==> config.mk <==
export PLATFORM = sky130hd
export DESIGN_NAME = bus_uart_responder
export DESIGN_NICKNAME = d
export VERILOG_FILES = /design/src/rtl/cpu6_bus_pkg.sv /design/src/rtl/uart_bit_engine.sv /design/src/rtl/bus_uart_responder.sv
export SDC_FILE = /design/constraint.sdc
export NUM_CORES = 1
export LEC_CHECK = 0
export ABC_AREA = 0
export CAP_MARGIN = 0
export CORE_MARGIN = 2
export CORE_UTILIZATION = 30
export CTS_CLUSTER_DIAMETER = 80
export DETAILED_ROUTE_END_ITERATION = 8
export GPL_ROUTABILITY_DRIVEN = 0
export SETUP_SLACK_MARGIN = 0.5
export SLEW_MARGIN = 10
export SYNTH_ARGS = -nofsm -noshare
export SYNTH_HDL_FRONTEND = slang
export SYNTH_SLANG_ARGS = --single-unit
==> constraint.sdc <==
create_clock -name clock -period 2.62 [get_ports clock]
set_input_delay 0.524 -clock clock [delete_from_list [all_inputs] [get_ports clock]]
set_output_delay 0.524 -clock clock [all_outputs]
set_load 0.005 [all_outputs]
==> src/rtl/cpu6_bus_pkg.sv <==
// Shared CPU6 bus widths, serial-port status bit positions and UART FSM state encodings.
package cpu6_bus_pkg;
  localparam int BUS_AW = 16;
  localparam int BUS_DW = 8;

  localparam int ST_RX_READY  = 0;
  localparam int ST_TX_BUSY   = 1;
  localparam int ST_OVERRUN   = 2;
  localparam int ST_FRAME_ERR = 3;

  typedef enum logic [1:0] {TX_IDLE, TX_START, TX_DATA, TX_STOP} tx_state_e;
  typedef enum logic [1:0] {RX_IDLE, RX_START, RX_DATA, RX_STOP} rx_state_e;
endpackage

==> src/rtl/uart_bit_engine.sv <==
// 8N1 TX/RX bit engines: TX drives the start bit from the tx_load edge; RX pulses rx_valid at mid stop bit.
// No backpressure: tx_load is ignored while busy, rx_valid is a one-clock pulse that must be taken.
module uart_bit_engine
  import cpu6_bus_pkg::*;
#(
  parameter int CLKS_PER_BIT = 16
) (
  input  logic              clock,
  input  logic              reset,
  input  logic              tx_load,
  input  logic [BUS_DW-1:0] tx_data,
  output logic              tx_busy,
  output logic              txd,
  input  logic              rxd,
  output logic              rx_valid,
  output logic [BUS_DW-1:0] rx_byte,
  output logic              rx_frame_err
);
  localparam int CW = $clog2(CLKS_PER_BIT);
  localparam logic [CW-1:0] BIT_END  = CW'(CLKS_PER_BIT - 1);
  localparam logic [CW-1:0] HALF_END = CW'(CLKS_PER_BIT / 2 - 1);

  tx_state_e         tx_state_q;
  logic [CW-1:0]     tx_cnt_q;
  logic [2:0]        tx_bit_q;
  logic [BUS_DW-1:0] tx_shift_q;
  logic              txd_q, tx_busy_q;

  rx_state_e         rx_state_q;
  logic [1:0]        rx_sync_q;
  logic              rx_prev_q;
  logic [CW-1:0]     rx_cnt_q;
  logic [2:0]        rx_bit_q;
  logic [BUS_DW-1:0] rx_shift_q, rx_byte_q;
  logic              rx_valid_q, rx_ferr_q;
  logic              rx_s;

  assign rx_s         = rx_sync_q[1];
  assign txd          = txd_q;
  assign tx_busy      = tx_busy_q;
  assign rx_valid     = rx_valid_q;
  assign rx_byte      = rx_byte_q;
  assign rx_frame_err = rx_ferr_q;

  always_ff @(posedge clock or negedge reset) begin
    if (!reset) begin
      tx_state_q <= TX_IDLE;
      tx_cnt_q   <= '0;
      tx_bit_q   <= '0;
      tx_shift_q <= '0;
      txd_q      <= 1'b1;
      tx_busy_q  <= 1'b0;
    end else begin
      case (tx_state_q)
        TX_IDLE: if (tx_load) begin
          tx_state_q <= TX_START;
          tx_shift_q <= tx_data;
          tx_cnt_q   <= '0;
          txd_q      <= 1'b0;
          tx_busy_q  <= 1'b1;
        end
        TX_START: if (tx_cnt_q == BIT_END) begin
          tx_cnt_q   <= '0;
          tx_bit_q   <= '0;
          txd_q      <= tx_shift_q[0];
          tx_state_q <= TX_DATA;
        end else tx_cnt_q <= tx_cnt_q + 1'b1;
        TX_DATA: if (tx_cnt_q == BIT_END) begin
          tx_cnt_q <= '0;
          if (tx_bit_q == 3'd7) begin
            txd_q      <= 1'b1;
            tx_state_q <= TX_STOP;
          end else begin
            tx_bit_q   <= tx_bit_q + 1'b1;
            txd_q      <= tx_shift_q[1];
            tx_shift_q <= {1'b0, tx_shift_q[BUS_DW-1:1]};
          end
        end else tx_cnt_q <= tx_cnt_q + 1'b1;
        TX_STOP: if (tx_cnt_q == BIT_END) begin
          tx_cnt_q   <= '0;
          tx_busy_q  <= 1'b0;
          tx_state_q <= TX_IDLE;
        end else tx_cnt_q <= tx_cnt_q + 1'b1;
        default: tx_state_q <= TX_IDLE;
      endcase
    end
  end

  // A start needs a high-to-low transition, so a low stop bit cannot retrigger a frame.
  always_ff @(posedge clock or negedge reset) begin
    if (!reset) begin
      rx_sync_q  <= 2'b11;
      rx_prev_q  <= 1'b1;
      rx_state_q <= RX_IDLE;
      rx_cnt_q   <= '0;
      rx_bit_q   <= '0;
      rx_shift_q <= '0;
      rx_byte_q  <= '0;
      rx_valid_q <= 1'b0;
      rx_ferr_q  <= 1'b0;
    end else begin
      rx_sync_q  <= {rx_sync_q[0], rxd};
      rx_prev_q  <= rx_s;
      rx_valid_q <= 1'b0;
      case (rx_state_q)
        RX_IDLE: if (!rx_s && rx_prev_q) begin
          rx_cnt_q   <= '0;
          rx_state_q <= RX_START;
        end
        RX_START: if (rx_cnt_q == HALF_END) begin
          rx_cnt_q   <= '0;
          rx_bit_q   <= '0;
          rx_state_q <= rx_s ? RX_IDLE : RX_DATA;
        end else rx_cnt_q <= rx_cnt_q + 1'b1;
        RX_DATA: if (rx_cnt_q == BIT_END) begin
          rx_cnt_q   <= '0;
          rx_shift_q <= {rx_s, rx_shift_q[BUS_DW-1:1]};
          rx_bit_q   <= rx_bit_q + 1'b1;
          if (rx_bit_q == 3'd7) rx_state_q <= RX_STOP;
        end else rx_cnt_q <= rx_cnt_q + 1'b1;
        RX_STOP: if (rx_cnt_q == BIT_END) begin
          rx_cnt_q   <= '0;
          rx_valid_q <= 1'b1;
          rx_byte_q  <= rx_shift_q;
          rx_ferr_q  <= !rx_s;
          rx_state_q <= RX_IDLE;
        end else rx_cnt_q <= rx_cnt_q + 1'b1;
        default: rx_state_q <= RX_IDLE;
      endcase
    end
  end
endmodule

==> src/rtl/bus_uart_responder.sv <==
// CPU6 bus serial port: status/data window, read data and sel registered one clock; busy writes drop, RX overflow flags overrun.
// Define RX_FIFO_EN for a FIFO_DEPTH-entry RX FIFO instead of the single holding register.
module bus_uart_responder
  import cpu6_bus_pkg::*;
#(
  parameter logic [BUS_AW-1:0] BASE_ADDR    = 16'hF200,
  parameter int                CLKS_PER_BIT = 16,
  parameter int                FIFO_DEPTH   = 4
) (
  input  logic              clock,
  input  logic              reset,
  input  logic [BUS_AW-1:0] address,
  input  logic              write_en,
  input  logic [BUS_DW-1:0] data_in,
  output logic [BUS_DW-1:0] data_out,
  output logic              sel,
  input  logic              rxd,
  output logic              txd
);
  logic              hit, first, rd_pop_req, pop, tx_load, tx_busy;
  logic              rx_valid, rx_frame_err, rx_ready;
  logic [BUS_DW-1:0] rx_byte, rx_head, status, data_out_d;
  logic [BUS_AW-1:0] prev_addr_q;
  logic              prev_hit_q, sel_q, sel_d;
  logic [BUS_DW-1:0] data_out_q;
  logic              frame_err_q, frame_err_d, overrun_q, overrun_d;

  // Side effects fire only on the first cycle of an access, so held strobes act once.
  assign hit        = address[BUS_AW-1:1] == BASE_ADDR[BUS_AW-1:1];
  assign first      = hit && ((address != prev_addr_q) || !prev_hit_q);
  assign rd_pop_req = first && address[0] && !write_en;
  assign tx_load    = first && address[0] && write_en && !tx_busy;
  assign data_out   = data_out_q;
  assign sel        = sel_q;

  uart_bit_engine #(.CLKS_PER_BIT(CLKS_PER_BIT)) u_engine (
    .clock        (clock),
    .reset        (reset),
    .tx_load      (tx_load),
    .tx_data      (data_in),
    .tx_busy      (tx_busy),
    .txd          (txd),
    .rxd          (rxd),
    .rx_valid     (rx_valid),
    .rx_byte      (rx_byte),
    .rx_frame_err (rx_frame_err)
  );

  always_comb begin
    status               = '0;
    status[ST_RX_READY]  = rx_ready;
    status[ST_TX_BUSY]   = tx_busy;
    status[ST_OVERRUN]   = overrun_q;
    status[ST_FRAME_ERR] = frame_err_q;
    sel_d                = hit;
    data_out_d           = hit ? (address[0] ? rx_head : status) : '0;
  end

`ifdef RX_FIFO_EN
  localparam int PW = $clog2(FIFO_DEPTH);
  logic [BUS_DW-1:0] mem_q [FIFO_DEPTH];
  logic [BUS_DW-1:0] mem_d [FIFO_DEPTH];
  logic [PW-1:0]     wr_ptr_q, wr_ptr_d, rd_ptr_q, rd_ptr_d;
  logic [PW:0]       count_q, count_d;
  logic [BUS_DW-1:0] last_q, last_d;
  logic              full, push;

  assign full     = count_q == (PW+1)'(FIFO_DEPTH);
  assign rx_ready = count_q != '0;
  assign pop      = rd_pop_req && rx_ready;
  assign push     = rx_valid && (!full || pop);
  assign rx_head  = rx_ready ? mem_q[rd_ptr_q] : last_q;

  always_comb begin
    mem_d       = mem_q;
    wr_ptr_d    = wr_ptr_q;
    rd_ptr_d    = rd_ptr_q;
    last_d      = last_q;
    frame_err_d = frame_err_q;
    overrun_d   = overrun_q;
    if (pop) begin
      rd_ptr_d    = rd_ptr_q + 1'b1;
      last_d      = mem_q[rd_ptr_q];
      frame_err_d = 1'b0;
      overrun_d   = 1'b0;
    end
    if (push) begin
      mem_d[wr_ptr_q] = rx_byte;
      wr_ptr_d        = wr_ptr_q + 1'b1;
    end
    if (rx_valid && !push) overrun_d = 1'b1;
    if (rx_valid && rx_frame_err) frame_err_d = 1'b1;
    count_d = count_q + (PW+1)'(push) - (PW+1)'(pop);
  end

  always_ff @(posedge clock or negedge reset) begin
    if (!reset) begin
      for (int i = 0; i < FIFO_DEPTH; i++) mem_q[i] <= '0;
      wr_ptr_q <= '0;
      rd_ptr_q <= '0;
      count_q  <= '0;
      last_q   <= '0;
    end else begin
      mem_q    <= mem_d;
      wr_ptr_q <= wr_ptr_d;
      rd_ptr_q <= rd_ptr_d;
      count_q  <= count_d;
      last_q   <= last_d;
    end
  end
`else
  logic [BUS_DW-1:0] hold_q, hold_d;
  logic              ready_q, ready_d;

  assign rx_ready = ready_q;
  assign pop      = rd_pop_req && ready_q;
  assign rx_head  = hold_q;

  // A pop and a store on the same edge: the new byte wins and no overrun is flagged.
  always_comb begin
    hold_d      = hold_q;
    ready_d     = ready_q;
    frame_err_d = frame_err_q;
    overrun_d   = overrun_q;
    if (pop) begin
      ready_d     = 1'b0;
      frame_err_d = 1'b0;
      overrun_d   = 1'b0;
    end
    if (rx_valid) begin
      hold_d  = rx_byte;
      ready_d = 1'b1;
      if (ready_q && !pop) overrun_d = 1'b1;
      if (rx_frame_err) frame_err_d = 1'b1;
    end
  end

  always_ff @(posedge clock or negedge reset) begin
    if (!reset) begin
      hold_q  <= '0;
      ready_q <= 1'b0;
    end else begin
      hold_q  <= hold_d;
      ready_q <= ready_d;
    end
  end
`endif

  always_ff @(posedge clock or negedge reset) begin
    if (!reset) begin
      prev_addr_q <= '0;
      prev_hit_q  <= 1'b0;
      sel_q       <= 1'b0;
      data_out_q  <= '0;
      frame_err_q <= 1'b0;
      overrun_q   <= 1'b0;
    end else begin
      prev_addr_q <= address;
      prev_hit_q  <= hit;
      sel_q       <= sel_d;
      data_out_q  <= data_out_d;
      frame_err_q <= frame_err_d;
      overrun_q   <= overrun_d;
    end
  end
endmodule

==> results.sh, run 1 <==
export IMPL_p_leak_nw=2.20
export IMPL_io_buffers=37
export IMPL_dieArea_um2=13500
export IMPL_drt_iter0_drc=126
export IMPL_slew_violations=0
export IMPL_powerDensity_nw_per_um2=835
export IMPL_critPathMaxStageDelay_ps=530
export IMPL_yosys_warnings=0
export IMPL_dr_total_vias=2464
export IMPL_n_antenna_cell=0
export IMPL_detail_route_antenna_nets=0
export IMPL_drive_above_1_share_pct=31.8
export IMPL_first_pass_iters=4
export IMPL_clock_latency_ps=340
export IMPL_worst_slew_pin_slew_ps=550
export IMPL_ys_flop_type="dfrtp_1"
export IMPL_syn_area_per_cell_um2=12.6
export IMPL_cp_startpoint="address[12]"
export IMPL_cts_inserted_buffers=9
export IMPL_hold_path_class="in -> async"
export IMPL_max_freq_mhz=385
export IMPL_routedWlPerCell_um=14.0
export IMPL_dp_cells=512
export IMPL_vdd_ir_drop_max_mv=0.363
export IMPL_die_y_um=116
export IMPL_netlist_instances=299
export IMPL_synth_compound_area_share_pct=8.08
export IMPL_path_clk_slew_ps=60
export IMPL_grt_usage_pct=11.9
export IMPL_grt_pass1_wl_mm=12.3
export IMPL_grt_setup_unrepaired="yes"
export IMPL_status="finished clean"
export IMPL_synth_top_area_cell="dfrtp_1"
export IMPL_ys_top_cells_by_area="dfrtp_1 54%, mux2_2 10%, ha_1 3.3%"
export IMPL_drc=0
export IMPL_power_mw=4.06
export IMPL_max_slew_margin_pct=63.4
export IMPL_routed_wl_mm=7.41
export IMPL_start_util_pct=31.1
export IMPL_period_share_pct=99.2
export IMPL_startpoint_type="input pin"
export IMPL_io_pins=38
export IMPL_synth_top_family_by_area="multiplexers"
export IMPL_clock_sinks=85
export IMPL_worst_setup_path_end_kind="flip-flop"
export IMPL_synthAdderAreaFrac_pct=3.33
export IMPL_finClkSkew_ps=6.93
export IMPL_synth_area_um2=3760
export IMPL_synth_area_mux_share_pct=14.6
export IMPL_period_minus_slack_ps=2600
export IMPL_synth_xor_area_share_pct=3.96
export IMPL_cts_hold_buf=0
export IMPL_cp_cell_sequence="dlygate4sd2_1 -> xor2_1 -> or4_1 -> or4_4 -> o2111a_2 -> o21a_4 -> mux2_4"
export IMPL_core_um2=12100
export IMPL_worstReg2RegStart="prev_addr_q[8]$_DFF_PN0_"
export IMPL_synth_simple_area_share_pct=11.2
export IMPL_path_class="in -> reg"
export IMPL_clk_root_buffer_cell="clkbuf_16"
export IMPL_yosysUniqueCellTypes=48
export IMPL_grt_max_degree=44
export IMPL_dpl_hpwl_mm=5.08
export IMPL_vias_per_cell=4.65
export IMPL_grt_pass1_vias=2506
export IMPL_antenna_found_initial=0
export IMPL_setup_viol=0
export IMPL_finalSetupTns_ps=0
export IMPL_cap_violations=0
export IMPL_grt_ovfl_total=0
export IMPL_synth_yosys_seq_area_share_pct=56.7
export IMPL_finalNetCount=395
export IMPL_hold_viol=0
export IMPL_rows=40
export IMPL_synth_edf_count=0
export IMPL_cts_tree="yes"
export IMPL_clk_path_buf_depth=2
export IMPL_worstPathRequired_ps=2850
export IMPL_syn2layout_area_growth_pct=29.2
export IMPL_cp_arrival_ps=2820
export IMPL_h_tree_depth=3
export IMPL_path_max_fanout=8
export IMPL_netlist_area_leader_share_pct=53.9
export IMPL_slowest_stage="or4_1"
export IMPL_async_reset_ff_share_pct=100
export IMPL_mappedNetlistNets=337
export IMPL_fp_dieW_um=116
export IMPL_synth_seq_cells=85
export IMPL_stdcell_count=530
## placed cells by master, fill, tap and decap left out, types with 6 or more instances in the layout
| master | Yosys | final |
|---|---|---|
| buf_4 | 0 | 18 |
| a21oi_1 | 9 | 8 |
| clkbuf_16 | 0 | 9 |
| ha_1 | 10 | 10 |
| inv_1 | 9 | 9 |
| mux2_2 | 34 | 34 |
| nor2_1 | 12 | 12 |
| a22o_1 | 7 | 7 |
| nand2_1 | 15 | 15 |
| mux2i_1 | 6 | 6 |
| buf_2 | 1 | 8 |
| o21ai_0 | 17 | 16 |
| dfrtp_1 | 81 | 81 |
| xnor2_1 | 8 | 7 |
| mux2_4 | 7 | 7 |
| nand3_1 | 7 | 7 |
| clkdlybuf4s50_1 | 0 | 20 |
## cells by family after synthesis
kind of cell,Yosys count
DFF,85
xor gates and xnor gates,17
and+or+nand+nor,74
adders and majority gates,10
muxes,47
buffers and inverters,20
AOI/OAI and AO/OA,46
## sequential cells by signal, summed over array words and instances (netlist names), named ones only
signal                 count
prev_addr_q               16
data_out                   8
u_engine.tx_shift_q        8
u_engine.tx_bit_q          3
u_engine.tx_busy           1
ready_q                    1
u_engine.txd               1
u_engine.rx_sync_q         2
hold_q                     8
u_engine.rx_valid          1
u_engine.rx_bit_q          3
u_engine.rx_cnt_q          4
sel                        1
u_engine.tx_cnt_q          4
u_engine.rx_prev_q         1
u_engine.rx_byte           8
frame_err_q                1
u_engine.tx_state_q        2
u_engine.rx_state_q        1
u_engine.rx_shift_q        8
u_engine.rx_frame_err      1
## worst max-delay path, delay by kind of cell
kind	cells	cell delay (ps)
and+or+nand+nor	2	1020
AOI/OAI and AO/OA	2	560
muxes	1	310
buffers and inverters	1	260
xor gates and xnor gates	1	150
## synthesized netlist by cell type (5+ instances only)
cell type and instances:
inv_1 9, nand3_1 7, mux2_4 7, nor2_1 12, nand4_1 5, or4_1 6
ha_1 10, mux2i_1 6, a21oi_1 9, clkbuf_1 8, a22o_1 7, xnor2_1 8
dfrtp_1 81, nand2_1 15, mux2_2 34, xor2_1 9, o21ai_0 17
## power breakdown
part	total (mW)	internal (mW)	switching (mW)
combinational	1.01	0.535	0.472
sequential	1.70	1.51	0.194
clock	1.35	0.833	0.517
total	4.06	2.88	1.18
## routing by layer
layer  part of all wire, %  track usage (%)  vias up
met5                     0                0        -
met4                   2.4             6.27        0
met3                   3.1             2.93       14
met2                    48             18.6       30
met1                    47             15.4     1234
li1                      -                -     1186
## metrics by stage
stage | instance area [um^2] | hold WS (ps) | util [%] | worst slack (ps)
floorplan | 3770 | 228 | - | -120
global placement | 4450 | 347 | 36.8 | -715
detailed placement | 4450 | 349 | 36.8 | -791
CTS | 4820 | 189 | 39.8 | -11.1
global route | 4860 | 210 | 40.1 | -17.0
finish | 4860 | 167 | 40.1 | 21.9
## area by class of cell
| type | instances | area, um^2 |
|---|---|---|
| inverter | 9 | 33.8 |
| sequential | 85 | 2130 |
| clock inverter | 6 | 87.6 |
| timing repair buffer | 58 | 520 |
| tap | 168 | 210 |
| multi-input combinational | 194 | 1650 |
| clock buffer | 10 | 229 |
| fill | 1159 | 7250 |
## worst paths after layout
| path | end | slack (ps) | cells past startpoint |
|---|---|---|---|
| worst min register to register | u_engine.rx_sync_q[1]$_DFF_PN1_ | 360 | 0 |
| max in group asynchronous | u_engine.txd$_DFFE_PN1P_ | 1780 | 2 |
| worst max-delay path | u_engine.tx_shift_q[4]$_DFFE_PN0P_ | 20 | 7 |
| worst max register to register | u_engine.tx_shift_q[4]$_DFFE_PN0P_ | 40 | 6 |
| min in group clock | prev_addr_q[10]$_DFF_PN0_ | 300 | 1 |
| worst min-delay path | u_engine.rx_cnt_q[3]$_DFFE_PN0P_ | 170 | 1 |
## repair_timing
item,CTS,global route
gates resized for setup,68,11
buffers inserted,2,0
setup endpoints to repair,28,17
pin swaps,17,12
(Power assumes the default switching activity.)
==> inputs of run 2 (changes only) <==
--- a/config.mk
+++ b/config.mk
@@ -7,7 +7,6 @@
 export LEC_CHECK = 0
 export ABC_AREA = 0
 export CAP_MARGIN = 0
-export CORE_MARGIN = 2
 export CORE_UTILIZATION = 30
 export CTS_CLUSTER_DIAMETER = 80
 export DETAILED_ROUTE_END_ITERATION = 8
==> run 2 against run 1 <==
Global-route usage up 0.67 points. Utilization down 0.062 points. Register-to-register slack improved by 30 ps. Clock power shrank 9.6%. Total power is 3.0% lower. Maximum frequency is 2.0% higher. Worst setup slack improved by 51 ps. Cell count increased by 0.94%. Design area down 0.15%. Largest cell class unchanged.
==> results.sh, run 2 (synthesis gave the netlist of run 1 again) <==
export IMPL_status="finished clean"
export IMPL_cp_arrival_ps=2770
export IMPL_worstReg2RegStart="prev_addr_q[6]$_DFF_PN0_"
export IMPL_grt_ovfl_total=0
export IMPL_timing_reg2reg_setup_slack_ps=70
export IMPL_h_tree_depth=3
export IMPL_slowest_stage="or4_1"
export IMPL_cts_tree="yes"
export IMPL_cts_inserted_buffers=9
export IMPL_antenna_found_initial=0
export IMPL_period_minus_slack_ps=2550
export IMPL_dieArea_um2=13000
export IMPL_max_slew_margin_pct=66.9
export IMPL_final_cell_mix="81 x dfrtp_1, 34 x mux2_2, 22 x buf_4"
export IMPL_io_buffers=37
export IMPL_path_max_fanout=8
export IMPL_period_share_pct=97.2
export IMPL_cp_top_family="simple AND/OR/NAND/NOR gates"
export IMPL_reg2reg_to="u_engine.tx_shift_q[6]$_DFFE_PN0P_"
export IMPL_r2r_cells=6
export IMPL_core_um2=12100
export IMPL_powerDensity_nw_per_um2=812
export IMPL_routed_wl_mm=7.41
export IMPL_cp_cell_sequence="xor2_1 -> or4_1 -> or4_1 -> o2111a_2 -> o21a_4 -> mux2_4"
export IMPL_drc=0
export IMPL_path_class="reg -> reg"
export IMPL_grt_usage_pct=12.6
export IMPL_largest_reg_flops=16
export IMPL_endpoint="u_engine.tx_shift_q[6]$_DFFE_PN0P_"
export IMPL_start_util_pct=31.1
export IMPL_fin_area_um2=4850
export IMPL_hold_path_class="in -> async"
export IMPL_hold_viol=0
export IMPL_vdd_ir_drop_max_mv=0.366
export IMPL_io_pins=38
export IMPL_dp_cells=517
export IMPL_first_pass_iters=4
export IMPL_cp_startpoint="prev_addr_q[6]$_DFF_PN0_"
export IMPL_worst_setup_path_end_kind="flip-flop"
export IMPL_grt_pass1_wl_mm=12.5
export IMPL_clk_path_buf_depth=2
export IMPL_drive_above_1_share_pct=31.9
export IMPL_crit_buf_inv=0
export IMPL_vias_per_cell=4.59
export IMPL_clock_latency_ps=340
export IMPL_drt_iter0_drc=95
export IMPL_detail_route_antenna_nets=0
export IMPL_fp_dieW_um=114
export IMPL_regMostFlops="prev_addr_q"
export IMPL_worstPathRequired_ps=2840
export IMPL_max_freq_mhz=393
export IMPL_n_antenna_cell=0
export IMPL_cts_hold_buf=0
export IMPL_cp_depth=6
export IMPL_grt_pass1_vias=2647
export IMPL_setup_viol=0
export IMPL_syn2layout_area_growth_pct=29.0
export IMPL_dr_total_vias=2454
export IMPL_slew_violations=0
export IMPL_hold_worst_slack_ps=151
export IMPL_stdcell_count=535
export IMPL_grt_max_degree=50
export IMPL_routedWlPerCell_um=13.9
export IMPL_critPathMaxStageDelay_ps=530
export IMPL_startpoint_type="flip-flop"
export IMPL_p_leak_nw=2.22
export IMPL_rows=40
export IMPL_finalNetCount=401
export IMPL_worst_slew_pin_slew_ps=496
export IMPL_layout_commonest_cell="dfrtp_1"
export IMPL_clk_root_buffer_cell="clkbuf_16"
export IMPL_grt_setup_unrepaired="yes"
export IMPL_fin_util_pct=40.1
export IMPL_dpl_hpwl_mm=5.11
export IMPL_crit_top_cell="or4_1"
export IMPL_cap_violations=0
export IMPL_place_area_um2=4490
export IMPL_die_y_um=114
export IMPL_power_mw=3.94
export IMPL_path_clk_slew_ps=60
export IMPL_finClkSkew_ps=6.67
export IMPL_clock_sinks=85
-- run 2: worst min-delay path by stage --
| stage | end | slack [ps] | cells after the start |
|---|---|---|---|
| 6_report | u_engine.tx_bit_q[1]$_DFFE_PN0P_ | 150 | 1 |
| 5_1_grt | u_engine.tx_bit_q[2]$_DFFE_PN0P_ | 190 | 1 |
| 4_1_cts | u_engine.tx_bit_q[1]$_DFFE_PN0P_ | 170 | 1 |
| 3_5_place_dp | u_engine.rx_sync_q[1]$_DFF_PN1_ | 350 | 0 |
| 3_3_place_gp | u_engine.rx_sync_q[1]$_DFF_PN1_ | 350 | 0 |
| 2_1_floorplan | async pin | 230 | 0 |
-- run 2: cell type report --
| cell class | count | area, um^2 |
|---|---|---|
| Tap cell | 168 | 210 |
| Fill cell | 1180 | 7260 |
| Clock buffer | 11 | 233 |
| Multi-Input combinational cell | 194 | 1640 |
| Sequential cell | 85 | 2130 |
| Clock inverter | 4 | 50.0 |
| Inverter | 9 | 33.8 |
| Timing Repair Buffer | 64 | 559 |
-- run 2: per-layer routing --
layer	up-vias	wire (um)	global-route usage, %
li1	1193	-	-
met1	1213	3300	15.0
met2	36	3720	20.8
met3	12	289	4.36
met4	0	110	4.94
met5	-	0	0
-- run 2: what timing repair did --
action / in CTS / in global routing
setup buffers: 2 / 1
endpoints found under the setup margin: 27 / 19
gates resized for setup: 57 / 15
gates cloned: 0 / 0
pin swaps: 22 / 7
endpoints found under the hold margin: 0 / 0
-- run 2: through the flow --
stage          worst slack (ps)  TNS (ps)
2_1_floorplan              -120      -856
6_report                   72.4         0
3_5_place_dp               -781    -10540
5_1_grt                    9.81         0
3_3_place_gp               -714     -9960
4_1_cts                    21.8         0
-- run 2: power breakdown --
part           total [mW]  switching [mW]  internal [mW]  leakage [nW]
clock                1.22           0.488          0.731         0.132
combinational        1.02           0.480          0.541          1.00
sequential           1.70           0.191           1.51          1.09
-- run 2: worst register-to-register path, delay by kind of cell, from the launching register on --
kind / cells / cell delay [ps]
AOI/OAI and AO/OA: 2 / 550
xor gates and xnor gates: 1 / 160
DFF: 1 / 380
muxes: 1 / 310
and+or+nand+nor: 2 / 1020
